--- src/rtl/spi_rx_pkg.sv ---
// spi_rx_pkg: shared frame geometry and FSM state type for the SPI frame receiver
package spi_rx_pkg;
    localparam int FRAME_BITS = 16;
    localparam int ADDR_W     = 7;
    localparam int DATA_W     = 8;
    localparam int CNT_SAT    = 17;
    localparam int CNT_W      = 5;
    typedef enum logic [1:0] {
        IDLE  = 2'd0,
        SHIFT = 2'd1,
        EVAL  = 2'd2
    } state_t;
endpackage

--- src/rtl/sync_edge_det.sv ---
// sync_edge_det: multi-flop synchroniser for an asynchronous input with rise/fall pulse detection
//   clk      system clock
//   rst_n    asynchronous active-low reset
//   i_d      raw asynchronous input
//   o_level  synchronised level
//   o_rise   one-cycle pulse on a synchronised rising edge
//   o_fall   one-cycle pulse on a synchronised falling edge
module sync_edge_det #(
    parameter int   DEPTH   = 2,
    parameter logic RST_VAL = 1'b0
) (
    input  logic clk,
    input  logic rst_n,
    input  logic i_d,
    output logic o_level,
    output logic o_rise,
    output logic o_fall
);
    logic [DEPTH-1:0] r_sync;
    logic             r_prev;
    always_ff @(posedge clk or negedge rst_n) begin
        if (!rst_n) begin
            r_sync <= {DEPTH{RST_VAL}};
            r_prev <= RST_VAL;
        end else begin
            r_sync <= {r_sync[DEPTH-2:0], i_d};
            r_prev <= r_sync[DEPTH-1];
        end
    end
    assign o_level = r_sync[DEPTH-1];
    assign o_rise  = o_level & ~r_prev;
    assign o_fall  = ~o_level & r_prev;
endmodule

--- src/rtl/spi_frame_rx.sv ---
// spi_frame_rx: SPI mode-0 receive front end assembling 16-bit frames into register write strobes
//   clk        system clock
//   rst_n      asynchronous active-low reset
//   ncs        raw SPI chip select (active low, asynchronous)
//   sclk       raw SPI clock (asynchronous)
//   copi       raw SPI serial data in (asynchronous)
//   wr_valid   one-cycle write strobe
//   wr_addr    address of the last accepted write
//   wr_data    data of the last accepted write
//   frame_err  one-cycle pulse on a malformed frame
//   err_count  saturating malformed-frame count; live only when SPI_RX_ERR_CNT_EN is defined
module spi_frame_rx
    import spi_rx_pkg::*;
#(
    parameter int SYNC_STAGES = 2
) (
    input  logic              clk,
    input  logic              rst_n,
    input  logic              ncs,
    input  logic              sclk,
    input  logic              copi,
    output logic              wr_valid,
    output logic [ADDR_W-1:0] wr_addr,
    output logic [DATA_W-1:0] wr_data,
    output logic              frame_err,
    output logic [7:0]        err_count
);
    logic w_ncs_rise, w_ncs_fall, w_sclk_rise, w_copi;
    state_t                r_state;
    logic [FRAME_BITS-1:0] r_shift;
    logic [CNT_W-1:0]      r_cnt;
    logic                  r_wr_valid, r_frame_err;
    logic [ADDR_W-1:0]     r_wr_addr;
    logic [DATA_W-1:0]     r_wr_data;

    // ncs syncs reset to 0 so a chip select already low at reset release never looks like a frame start
    sync_edge_det #(.DEPTH(SYNC_STAGES), .RST_VAL(1'b0)) u_ncs (
        .clk(clk), .rst_n(rst_n), .i_d(ncs),
        .o_level(), .o_rise(w_ncs_rise), .o_fall(w_ncs_fall)
    );
    sync_edge_det #(.DEPTH(SYNC_STAGES), .RST_VAL(1'b0)) u_sclk (
        .clk(clk), .rst_n(rst_n), .i_d(sclk),
        .o_level(), .o_rise(w_sclk_rise), .o_fall()
    );
    sync_edge_det #(.DEPTH(SYNC_STAGES), .RST_VAL(1'b0)) u_copi (
        .clk(clk), .rst_n(rst_n), .i_d(copi),
        .o_level(w_copi), .o_rise(), .o_fall()
    );

    always_ff @(posedge clk or negedge rst_n) begin
        if (!rst_n) begin
            r_state     <= IDLE;
            r_shift     <= '0;
            r_cnt       <= '0;
            r_wr_valid  <= 1'b0;
            r_frame_err <= 1'b0;
            r_wr_addr   <= '0;
            r_wr_data   <= '0;
        end else begin
            r_wr_valid  <= 1'b0;
            r_frame_err <= 1'b0;
            case (r_state)
                IDLE: begin
                    r_shift <= '0;
                    r_cnt   <= '0;
                    if (w_ncs_fall) r_state <= SHIFT;
                end
                SHIFT: begin
                    // chip-select release takes priority over a coincident sclk edge
                    if (w_ncs_rise) begin
                        r_state <= EVAL;
                    end else if (w_sclk_rise) begin
                        r_shift <= {r_shift[FRAME_BITS-2:0], w_copi};
                        if (r_cnt != CNT_W'(CNT_SAT)) r_cnt <= r_cnt + 1'b1;
                    end
                end
                EVAL: begin
                    r_state <= IDLE;
                    if (r_cnt != CNT_W'(FRAME_BITS)) begin
                        r_frame_err <= 1'b1;
                    end else if (r_shift[FRAME_BITS-1]) begin
                        r_wr_valid <= 1'b1;
                        r_wr_addr  <= r_shift[FRAME_BITS-2:DATA_W];
                        r_wr_data  <= r_shift[DATA_W-1:0];
                    end
                end
                default: r_state <= IDLE;
            endcase
        end
    end

    assign wr_valid  = r_wr_valid;
    assign frame_err = r_frame_err;
    assign wr_addr   = r_wr_addr;
    assign wr_data   = r_wr_data;

`ifdef SPI_RX_ERR_CNT_EN
    logic [7:0] r_err_cnt;
    always_ff @(posedge clk or negedge rst_n) begin
        if (!rst_n) r_err_cnt <= '0;
        else if (r_frame_err && r_err_cnt != 8'hFF) r_err_cnt <= r_err_cnt + 8'd1;
    end
    assign err_count = r_err_cnt;
`else
    assign err_count = 8'h00;
`endif
endmodule

--- config.mk ---
export PLATFORM = sky130hd
export DESIGN_NAME = spi_frame_rx
export DESIGN_NICKNAME = d
export VERILOG_FILES = /design/src/rtl/spi_rx_pkg.sv /design/src/rtl/sync_edge_det.sv /design/src/rtl/spi_frame_rx.sv
export SDC_FILE = /design/constraint.sdc
export NUM_CORES = 1
export LEC_CHECK = 0
export ABC_AREA = 1
export CORE_AREA = 2 2 105 56
export CTS_CLUSTER_SIZE = 20
export DETAILED_ROUTE_END_ITERATION = 10
export DIE_AREA = 0 0 107 58
export GPL_ROUTABILITY_DRIVEN = 1
export PLACE_DENSITY = 0.59
export SYNTH_ARGS = -nofsm -noshare
export SYNTH_HDL_FRONTEND = slang
export SYNTH_SLANG_ARGS = --single-unit
--- constraint.sdc ---
create_clock -name clk -period 1.5 [get_ports clk]
set_clock_uncertainty 0.15 [all_clocks]
set_input_delay 0.375 -clock clk [delete_from_list [all_inputs] [get_ports clk]]
set_output_delay 0.375 -clock clk [all_outputs]
set_load 0.005 [all_outputs]
# Word-level counts from Yosys, hierarchy flattened
# Index checks and enable logic that the tools add are counted.
[word_totals]
ff_bits = 48
in_bits = 5
wordCells = 50
[classes]
addsub = 1
n_eq_ne = 9
n_mux = 15
bitwise_logic = 7
n_reduce_logical = 6
[op_table]
columns = ["operator", "count"]
rows = [
  ["$mux W16", 2],
  ["$pmux W16 S2", 1],
  ["$mux W5", 3],
  ["$ne A5 B5 Y1 const B", 2],
  ["$pmux W5 S2", 1],
  ["$ne A2 B1 Y1 const B", 3],
  ["$reduce_and A3 Y1", 2],
  ["$add A5 B1 Y5 const B", 1],
  ["$mux W1", 5],
  ["$mux W2", 2],
  ["$ne A2 B2 Y1 const B", 2],
  ["$not A1 Y1", 4],
  ["$pmux W2 S2", 1],
  ["$reduce_and A4 Y1", 1],
  ["$and A1 B1 Y1", 3],
  ["$eq A2 B1 Y1 const B", 1],
  ["$eq A2 B2 Y1 const B", 1],
  ["$logic_not A2 Y1", 1],
  ["$reduce_and A2 Y1", 1],
  ["$reduce_bool A2 Y1", 1],
]

# Longest topological paths before layout
# Gate-level depths: netlist (run 1).
[depth]
ltp_word = 5
mapped_depth = 8
mapped_depth_nobuf = 8

# Cells and area by module
# Synthesis (run 1) repeated with hierarchy kept, for this count alone.
[unflattened]
hier_cells = 207
area_unflattened_um2 = 2072.0
[by_module_without_submodules]
columns = ["module", "instances", "cells_each", "area_per_inst_um2", "seq_area_each_um2"]
rows = [
  ["spi_frame_rx", 1, 186, 1801.7, 1001.0],
  ["sync_edge_det", 3, 7, 90.1, 75.1],
]

# Worst setup path after synthesis (run 1)
# Ideal clock, no wire load.
[synth_timing]
path_kind = "reg-to-reg"
from = "register r_cnt[0]"
to = "register r_wr_addr[0] (netlist: wr_addr[0])"
t_arrival_ns = 1.068
path_slack_ns = 0.159
path_stages_with_launch = 7
period_less_slack_ns = 1.341
cell_sequence = "dfrtp_1 inv_1 ha_1 nand2_4 clkbuf_2 o21ai_0 nand2_1"
[synth_via]
elab_chain_len = 3
[synth_lines]
columns = ["element", "line", "text"]
rows = [
  ["from (decl)", "spi_frame_rx.sv:31", "logic [CNT_W-1:0] r_cnt;"],
  ["from (signal assigned)", "spi_frame_rx.sv:74", "if (r_cnt != CNT_W'(CNT_SAT)) r_cnt <= r_cnt + 1'b1;"],
  ["$ne A5 B5 Y1", "spi_frame_rx.sv:79", "if (r_cnt != CNT_W'(FRAME_BITS)) begin"],
  ["$not A1 Y1 (no source line)", "--", ""],
  ["$reduce_and A3 Y1 (no source line)", "--", ""],
  ["to (signal assigned)", "spi_frame_rx.sv:83", "r_wr_addr <= r_shift[FRAME_BITS-2:DATA_W];"],
  ["to (decl)", "spi_frame_rx.sv:33", "logic [ADDR_W-1:0] r_wr_addr;"],
]
# No other way between the ends.
# A chain may end at the register's enable or synchronous reset.

# Worst setup path in the final report (run 1)
[layout_timing]
from = "register r_cnt[3]"
to = "register r_wr_addr[6] (netlist: wr_addr[6])"
# The elaborated chain is that of the path after synthesis.

==> run_results.csv, run 1 <==
group,metric,value,unit
status,status,"finished clean",
critical_path,worst_path_max_delay_cell,"dfrtp_1",
place,place_hpwl,2770,um
hold_path,whs_endpoint,"u_copi.r_sync[1]",
yosys,yosysSeqAreaShare,0.587,
yosys,yosysMostFrequentCell,"nand2_1",
cells_and_area,nets,273,
critical_path,crit_arrival,1.58,ns
yosys,syn_area_per_cell,9.10,um2
place,dpl_worst_slack,-0.0529,ns
route,drtIter0Drc,71,
sta,max_freq,675,MHz
flow_run,maxCapViolations,0,
global_route,grt_first_pass_wirelength,6970,um
floorplan,core,0.00530,mm2
sta,fin_ws,0.0178,ns
clock_network,clk_latency,0.30,ns
hold_path,hold-path-cell-count,0,
route,avgRoutedWirePerCell,12.4,um
critical_path,path_common_cell,"nand2_1",
sta,fin_crit,1.48,ns
cells_and_area,num-fill-cells,518,
hold_path,hold_start,"u_copi.r_sync[0]",
yosys,netlist_area,0.00205,mm2
global_route,grt_pass1_vias,1352,
yosys,synth_area_leaders,"dfrtp_1 (59%), nand2_1 (12%), o21ai_0 (7.8%)",
place,place_inst,324,
clock_network,tritoncts,"done",
cells_and_area,drive_gt1_frac,0.192,
critical_path,path_cells,"nor2_2 -> nand2_2 -> inv_2 -> nand2_4 -> nor2_4 -> clkbuf_16 -> nand2_1 -> nand2_1",
clock_network,htree_levels,2,
power_and_ir_drop,p_per_area,976,mW/mm2
sta,rsz0062_at_grt,"true",
yosys,ys_types,21,
global_route,top_usage_layer,"met1",
critical_path,critPathMaxStageDelay,0.41,ns
hold_path,hp-class,"reg -> reg",
yosys,synth_warnings,0,
sta,finalHoldViolations,0,
power_and_ir_drop,peakVddDrop,0.495,mV
sta,final.period_utilization,0.988,
sta,tns,0,ns
critical_path,worstReg2RegEnd,"wr_addr[6]",
critical_path,end_kind,"flip-flop",
critical_path,crit_type,"reg -> reg",
yosys,yosysTopAreaCell,"dfrtp_1",
critical_path,rr_worst_depth,8,
route,drc,0,
clock_network,cts.sinks,48,
yosys,synth_seq_cells,48,
sta,maxSlewViolCount,0,
clock_network,cts_made_buffers,5,
global_route,met1_usage,0.251,
critical_path,cp-start-kind,"flip-flop",
clock_network,cts.clk_slew.worst_paths,0.09,ns
critical_path,required,1.59,ns
power_and_ir_drop,power_leakage,1.32,nW
critical_path,crit_fanout,8,
critical_path,r2r_start,"r_cnt[3]",
global_route,use_met2,0.172,
yosys,synthFlopType,"dfrtp_1",
route,num_vias,1520,
yosys,synthArstFlopShare,1.00,
route,wirelength,4210,um
sta,finalSetupViolations,0,
route,drtAntennaViolNets,0,
floorplan,die_w,107,um
critical_path,rrSetupSlack,0.02,ns
yosys,synth_top_area_share,0.587,
yosys,synth-edff-count,0,
route,routed_via_density,4.48,
clock_network,clock-root-buffer,"clkbuf_8",
global_route,grt_max_degree,49,
route,drt_first_pass_iters,4,
global_route,antenna_found_initial,0,
global_route,use_met3,0.0495,
floorplan,die_h,58,um
sta,whs,0.205,ns
place,io_buffers,21,
place,place_congestion,0.866,
floorplan,start_util,0.386,
floorplan,design.die.area,0.00621,mm2
global_route,track_usage,0.149,
cells_and_area,fin_cells,339,
yosys,ys_top_cells_by_count,"nand2_1 (66), dfrtp_1 (48), o21ai_0 (32)",
cells_and_area,syn_to_final_growth,27.4,%
clock_network,cts_buffer_depth,2,
floorplan,pin_count,30,
cells_and_area,antenna_cells,0,
global_route,overflow,0,
yosys,synthCells,225,
floorplan,row_count,19,
[state kept, by name, indices dropped and copies added (netlist names)]
signal / cells
r_shift: 16
frame_err: 1
r_cnt: 5
wr_valid: 1
u_ncs.r_sync: 2
wr_addr: 7
u_sclk.r_sync: 2
wr_data: 8
u_sclk.r_prev: 1
r_state: 2
u_ncs.r_prev: 1
u_copi.r_sync: 2
[placed cells by master (no fill, tap or decap)]
master	count
dfrtp_1	47
nand3_2	2
o21ai_1	5
ha_1	3
buf_12	2
dlygate4sd2_1	3
nand3_4	1
conb_1	8
clkinvlp_4	1
o21ai_2	3
buf_4	14
xnor2_1	1
nand3_1	9
clkbuf_1	1
nand4_1	1
dfrtp_2	1
inv_2	3
clkbuf_16	1
dlygate4sd3_1	1
inv_1	26
clkbuf_8	6
nand3b_1	1
o21ai_0	24
nand2_2	8
nor2_2	2
nand2_4	3
nor2_1	9
clkdlybuf4s15_1	14
buf_2	1
clkdlybuf4s50_1	3
nor2_4	3
nand2_1	59
[worst max-delay path, delay by kind of cell (launching register included)]
family	cells	cell delay, ns
buf+inv	2	0.28
simple gates	6	0.59
flops	1	0.41
[worst max path at each step]
stage                   from    endpoint  slack [ns]
global placement    r_cnt[3]  wr_addr[2]       -0.04
detailed placement  r_cnt[2]  wr_addr[0]       -0.05
CTS                 r_cnt[0]    r_cnt[1]      0.0005
finish              r_cnt[3]  wr_addr[6]        0.02
global route        r_cnt[3]  wr_addr[6]       -0.04
floorplan           r_cnt[0]  wr_addr[0]        0.16
[logic make-up after synthesis]
logic type	Yosys count	synth area share
XOR/XNOR	1	0.00428
other	1	0.00183
AND/OR/NAND/NOR	98	0.213
adder cells (fa/ha/maj)	3	0.0183
buffers and inverters	42	0.0972
flip-flops	48	0.587
AO/OA/AOI/OAI	32	0.0782
[stage by stage]
step / power (mW) / util / instance area (um2)
final: 2.55 / 0.492 / 2610
after global routing: 2.69 / 0.492 / 2610
after CTS: 2.54 / 0.469 / 2490
after detailed placement: 1.72 / 0.448 / 2370
after global placement: 1.72 / 0.448 / 2370
after floorplan: 1.59 / - / 2070
[where the power goes]
part | total (mW) | internal [mW] | leakage (nW) | switching, mW
Clock | 0.809 | 0.375 | 0.0445 | 0.434
Sequential | 1.37 | 1.34 | 0.646 | 0.0330
Combinational | 0.366 | 0.146 | 0.630 | 0.220
[timing repair]
action                                  CTS  global route
hold buffers                              1             0
gates resized for setup                  19            38
pin swaps                                 1             4
cloned                                    0             1
endpoints found under the setup margin   31            47
endpoints found under the hold margin    48             0
setup buffers                             2             3
[routing by layer]
layer / vias up / wire (um)
met3: 5 / 260
met1: 709 / 2390
met2: 46 / 1530
li1: 760 / -
met5: - / 0
met4: 0 / 31
[final cells by class]
cell class / count / area, um2 / share of cell area
sequential: 48 / 1200 / 0.461
multi-input combinational: 142 / 729 / 0.280
timing repair buffer: 39 / 382 / 0.146
inverter: 29 / 109 / 0.0417
tap: 73 / 91.3 / 0.0350
clock buffer: 7 / 86.3 / 0.0331
clock inverter: 1 / 7.51 / 0.00288
No activity file was read; power rests on OpenSTA's default activity.
==> run 2, diff against run 1 <==
Settings changed: CTS_CLUSTER_SIZE 20 to 14.
==> results of run 2 <==
No change in the layout: final DEF, timing and power equal those of run 1.
==> run 3, diff against run 2 <==
--- a/config.mk
+++ b/config.mk
@@ -13,2 +13,3 @@
 export GPL_ROUTABILITY_DRIVEN = 1
+export HOLD_SLACK_MARGIN = 0.1
 export PLACE_DENSITY = 0.59
--- a/constraint.sdc
+++ b/constraint.sdc
@@ -4,2 +4,2 @@
 set_output_delay 0.375 -clock clk [all_outputs]
-set_load 0.005 [all_outputs]
+set_load 0.01 [all_outputs]
==> run 3 against run 2 <==
  * Count of clock-buffer cells in the layout shrank 1
  * Combinational power shrank 1%
  * Clock power grew 16%
  * First-iteration DRC count shrank 9.9%
  * Critical path depth shrank 7
  * Cell count shrank 1.5%
  * Sequential power is essentially flat
  * Wire length shrank 1.7%
  * Highest routed layer unchanged
==> run_results.csv, run 3 (synthesis gave the netlist of run 1 again) <==
group,metric,value,unit
critical_path,crit_fanout,2,
power_and_ir_drop,power_leakage,1.27,nW
critical_path,rrSetupSlack,0.06,ns
floorplan,design.die.area,0.00621,mm2
cells_and_area,final_common_cell,"nand2_1",
cells_and_area,num-fill-cells,523,
place,place_hpwl,2770,um
power_and_ir_drop,p_per_area,1050,mW/mm2
place,placed_cell_area,0.00237,mm2
sta,fin_crit,1.45,ns
power_and_ir_drop,switching_power,0.695,mW
critical_path,crit_type,"reg -> out",
sta,rsz0062_at_grt,"true",
power_and_ir_drop,internal-power,1.97,mW
power_and_ir_drop,total_power,2.66,mW
critical_path,rr_worst_depth,7,
power_and_ir_drop,p_comb_frac,0.136,
global_route,grt_first_pass_wirelength,7150,um
hold_path,hp-class,"reg -> reg",
cells_and_area,design_area,0.00253,mm2
sta,whs,0.204,ns
critical_path,required,0.97,ns
power_and_ir_drop,p_seq_frac,0.513,
critical_path,worstReg2RegEnd,"r_cnt[2]",
clock_network,cts_buffer_depth,2,
power_and_ir_drop,clkPwrFrac,0.351,
cells_and_area,drive_gt1_frac,0.138,
cells_and_area,antenna_cells,0,
place,io_buffers,21,
power_and_ir_drop,sw_frac_of_total,0.261,
cells_and_area,nets,268,
clock_network,cts.clk_slew.worst_paths,0.09,ns
hold_path,hold_start,"u_sclk.r_sync[0]",
clock_network,cts.sinks,48,
global_route,antenna_found_initial,0,
floorplan,pin_count,30,
critical_path,critPathMaxStageDelay,0.39,ns
sta,max_freq,689,MHz
floorplan,start_util,0.386,
clock_network,clk_latency,0.30,ns
cells_and_area,largest_register,"r_shift",
sta,maxSlewViolCount,0,
route,wirelength,4140,um
place,place_congestion,0.851,
status,status,"finished clean",
critical_path,crit_arrival,0.93,ns
critical_path,cp_top_family,"flip-flops",
global_route,grt_max_degree,49,
route,num_vias,1467,
critical_path,cp-start-kind,"flip-flop",
clock_network,tritoncts,"done",
floorplan,core,0.00530,mm2
critical_path,end_kind,"output pin",
cells_and_area,syn_to_final_growth,23.8,%
critical_path,worst_path_max_delay_cell,"dfrtp_1",
route,drtIter0Drc,64,
route,routed_via_density,4.39,
place,place_inst,323,
global_route,overflow,0,
global_route,track_usage,0.152,
critical_path,crit_path_start,"wr_addr[2]",
cells_and_area,largest_register_ffs,16,
floorplan,die_w,107,um
sta,finalSetupViolations,0,
cells_and_area,most-common-layout-cells,"nand2_1 (66), dfrtp_1 (48), o21ai_0 (29), inv_1 (26), clkdlybuf4s15_1 (16)",
critical_path,path_cells,"clkdlybuf4s15_1",
route,drt_first_pass_iters,4,
sta,final.period_utilization,0.968,
route,drtAntennaViolNets,0,
flow_run,maxCapViolations,0,
floorplan,row_count,19,
sta,finalHoldViolations,0,
critical_path,r2r_start,"r_cnt[0]",
critical_path,critical_path_depth,1,
clock_network,cts_made_buffers,5,
clock_network,clock-root-buffer,"clkbuf_8",
floorplan,die_h,58,um
power_and_ir_drop,peakVddDrop,0.456,mV
route,drc,0,
critical_path,critPathCapture,"wr_addr[2]",
route,avgRoutedWirePerCell,12.4,um
cells_and_area,fin_cells,334,
critical_path,path_buf_inv,1,
clock_network,htree_levels,2,
global_route,grt_pass1_vias,1403,
==> run 3: layout make-up <==
cell class,count,area (um2),share of cell area
clock buffers,6,72.6,0.0286
well taps,73,91.3,0.0360
flip-flops and latches,48,1200,0.474
inverters,29,109,0.0429
multi-input cells,142,701,0.276
clock inverters,2,35.0,0.0138
repair buffers,34,325,0.128
==> run 3: worst min path at each step <==
| stage | endpoint | slack, ns | cells after the start |
|---|---|---|---|
| after floorplan | frame_err | -0.07 | 0 |
| after global placement | u_sclk.r_sync[1] | 0.18 | 0 |
| after detailed placement | u_sclk.r_sync[1] | 0.18 | 0 |
| after CTS | u_sclk.r_sync[1] | 0.21 | 0 |
| after global routing | u_sclk.r_sync[1] | 0.21 | 0 |
| final | u_sclk.r_sync[1] | 0.20 | 0 |
==> run 3: metal layers <==
metal	wire length [um]	vias to the layer above	share of wire	GRT usage
met5	0	-	0	0
met4	17	0	0.0041	0.0278
met3	214	5	0.052	0.0405
met2	1570	34	0.38	0.191
met1	2340	680	0.57	0.254
li1	-	748	-	-
==> run 3: repair_timing <==
action	4_1_cts	5_1_grt
hold endpoints to repair	48	0
pin swaps	0	1
setup endpoints to repair	17	47
setup buffers	0	2
hold buffers	1	0
resized for setup	24	21
==> run 3: through the flow <==
step	util	TNS [ns]	setup WS (ns)
finish	0.478	0	0.0487
global route	0.478	-0.562	-0.0736
CTS	0.466	0	0.000448
detailed placement	0.447	0	0.0294
global placement	0.447	0	0.0431
floorplan	-	0	0.159
==> run 3: power by group through the flow <==
stage          combinational (mW)  clock [mW]  sequential (mW)
3_5_place_dp                0.347           0             1.39
3_3_place_gp                0.351           0             1.39
4_1_cts                     0.351       0.959             1.37
5_1_grt                     0.414        1.02             1.37
6_report                    0.361       0.935             1.37
2_1_floorplan               0.199           0             1.40
==> run 3: worst reg2reg max path: cells and delay by family, from the launching register on <==
kind	cells	cell delay [ns]
buffers and inverters	1	0.05
DFF	1	0.41
and+or+nand+nor	5	0.50
adders and majority gates	1	0.23
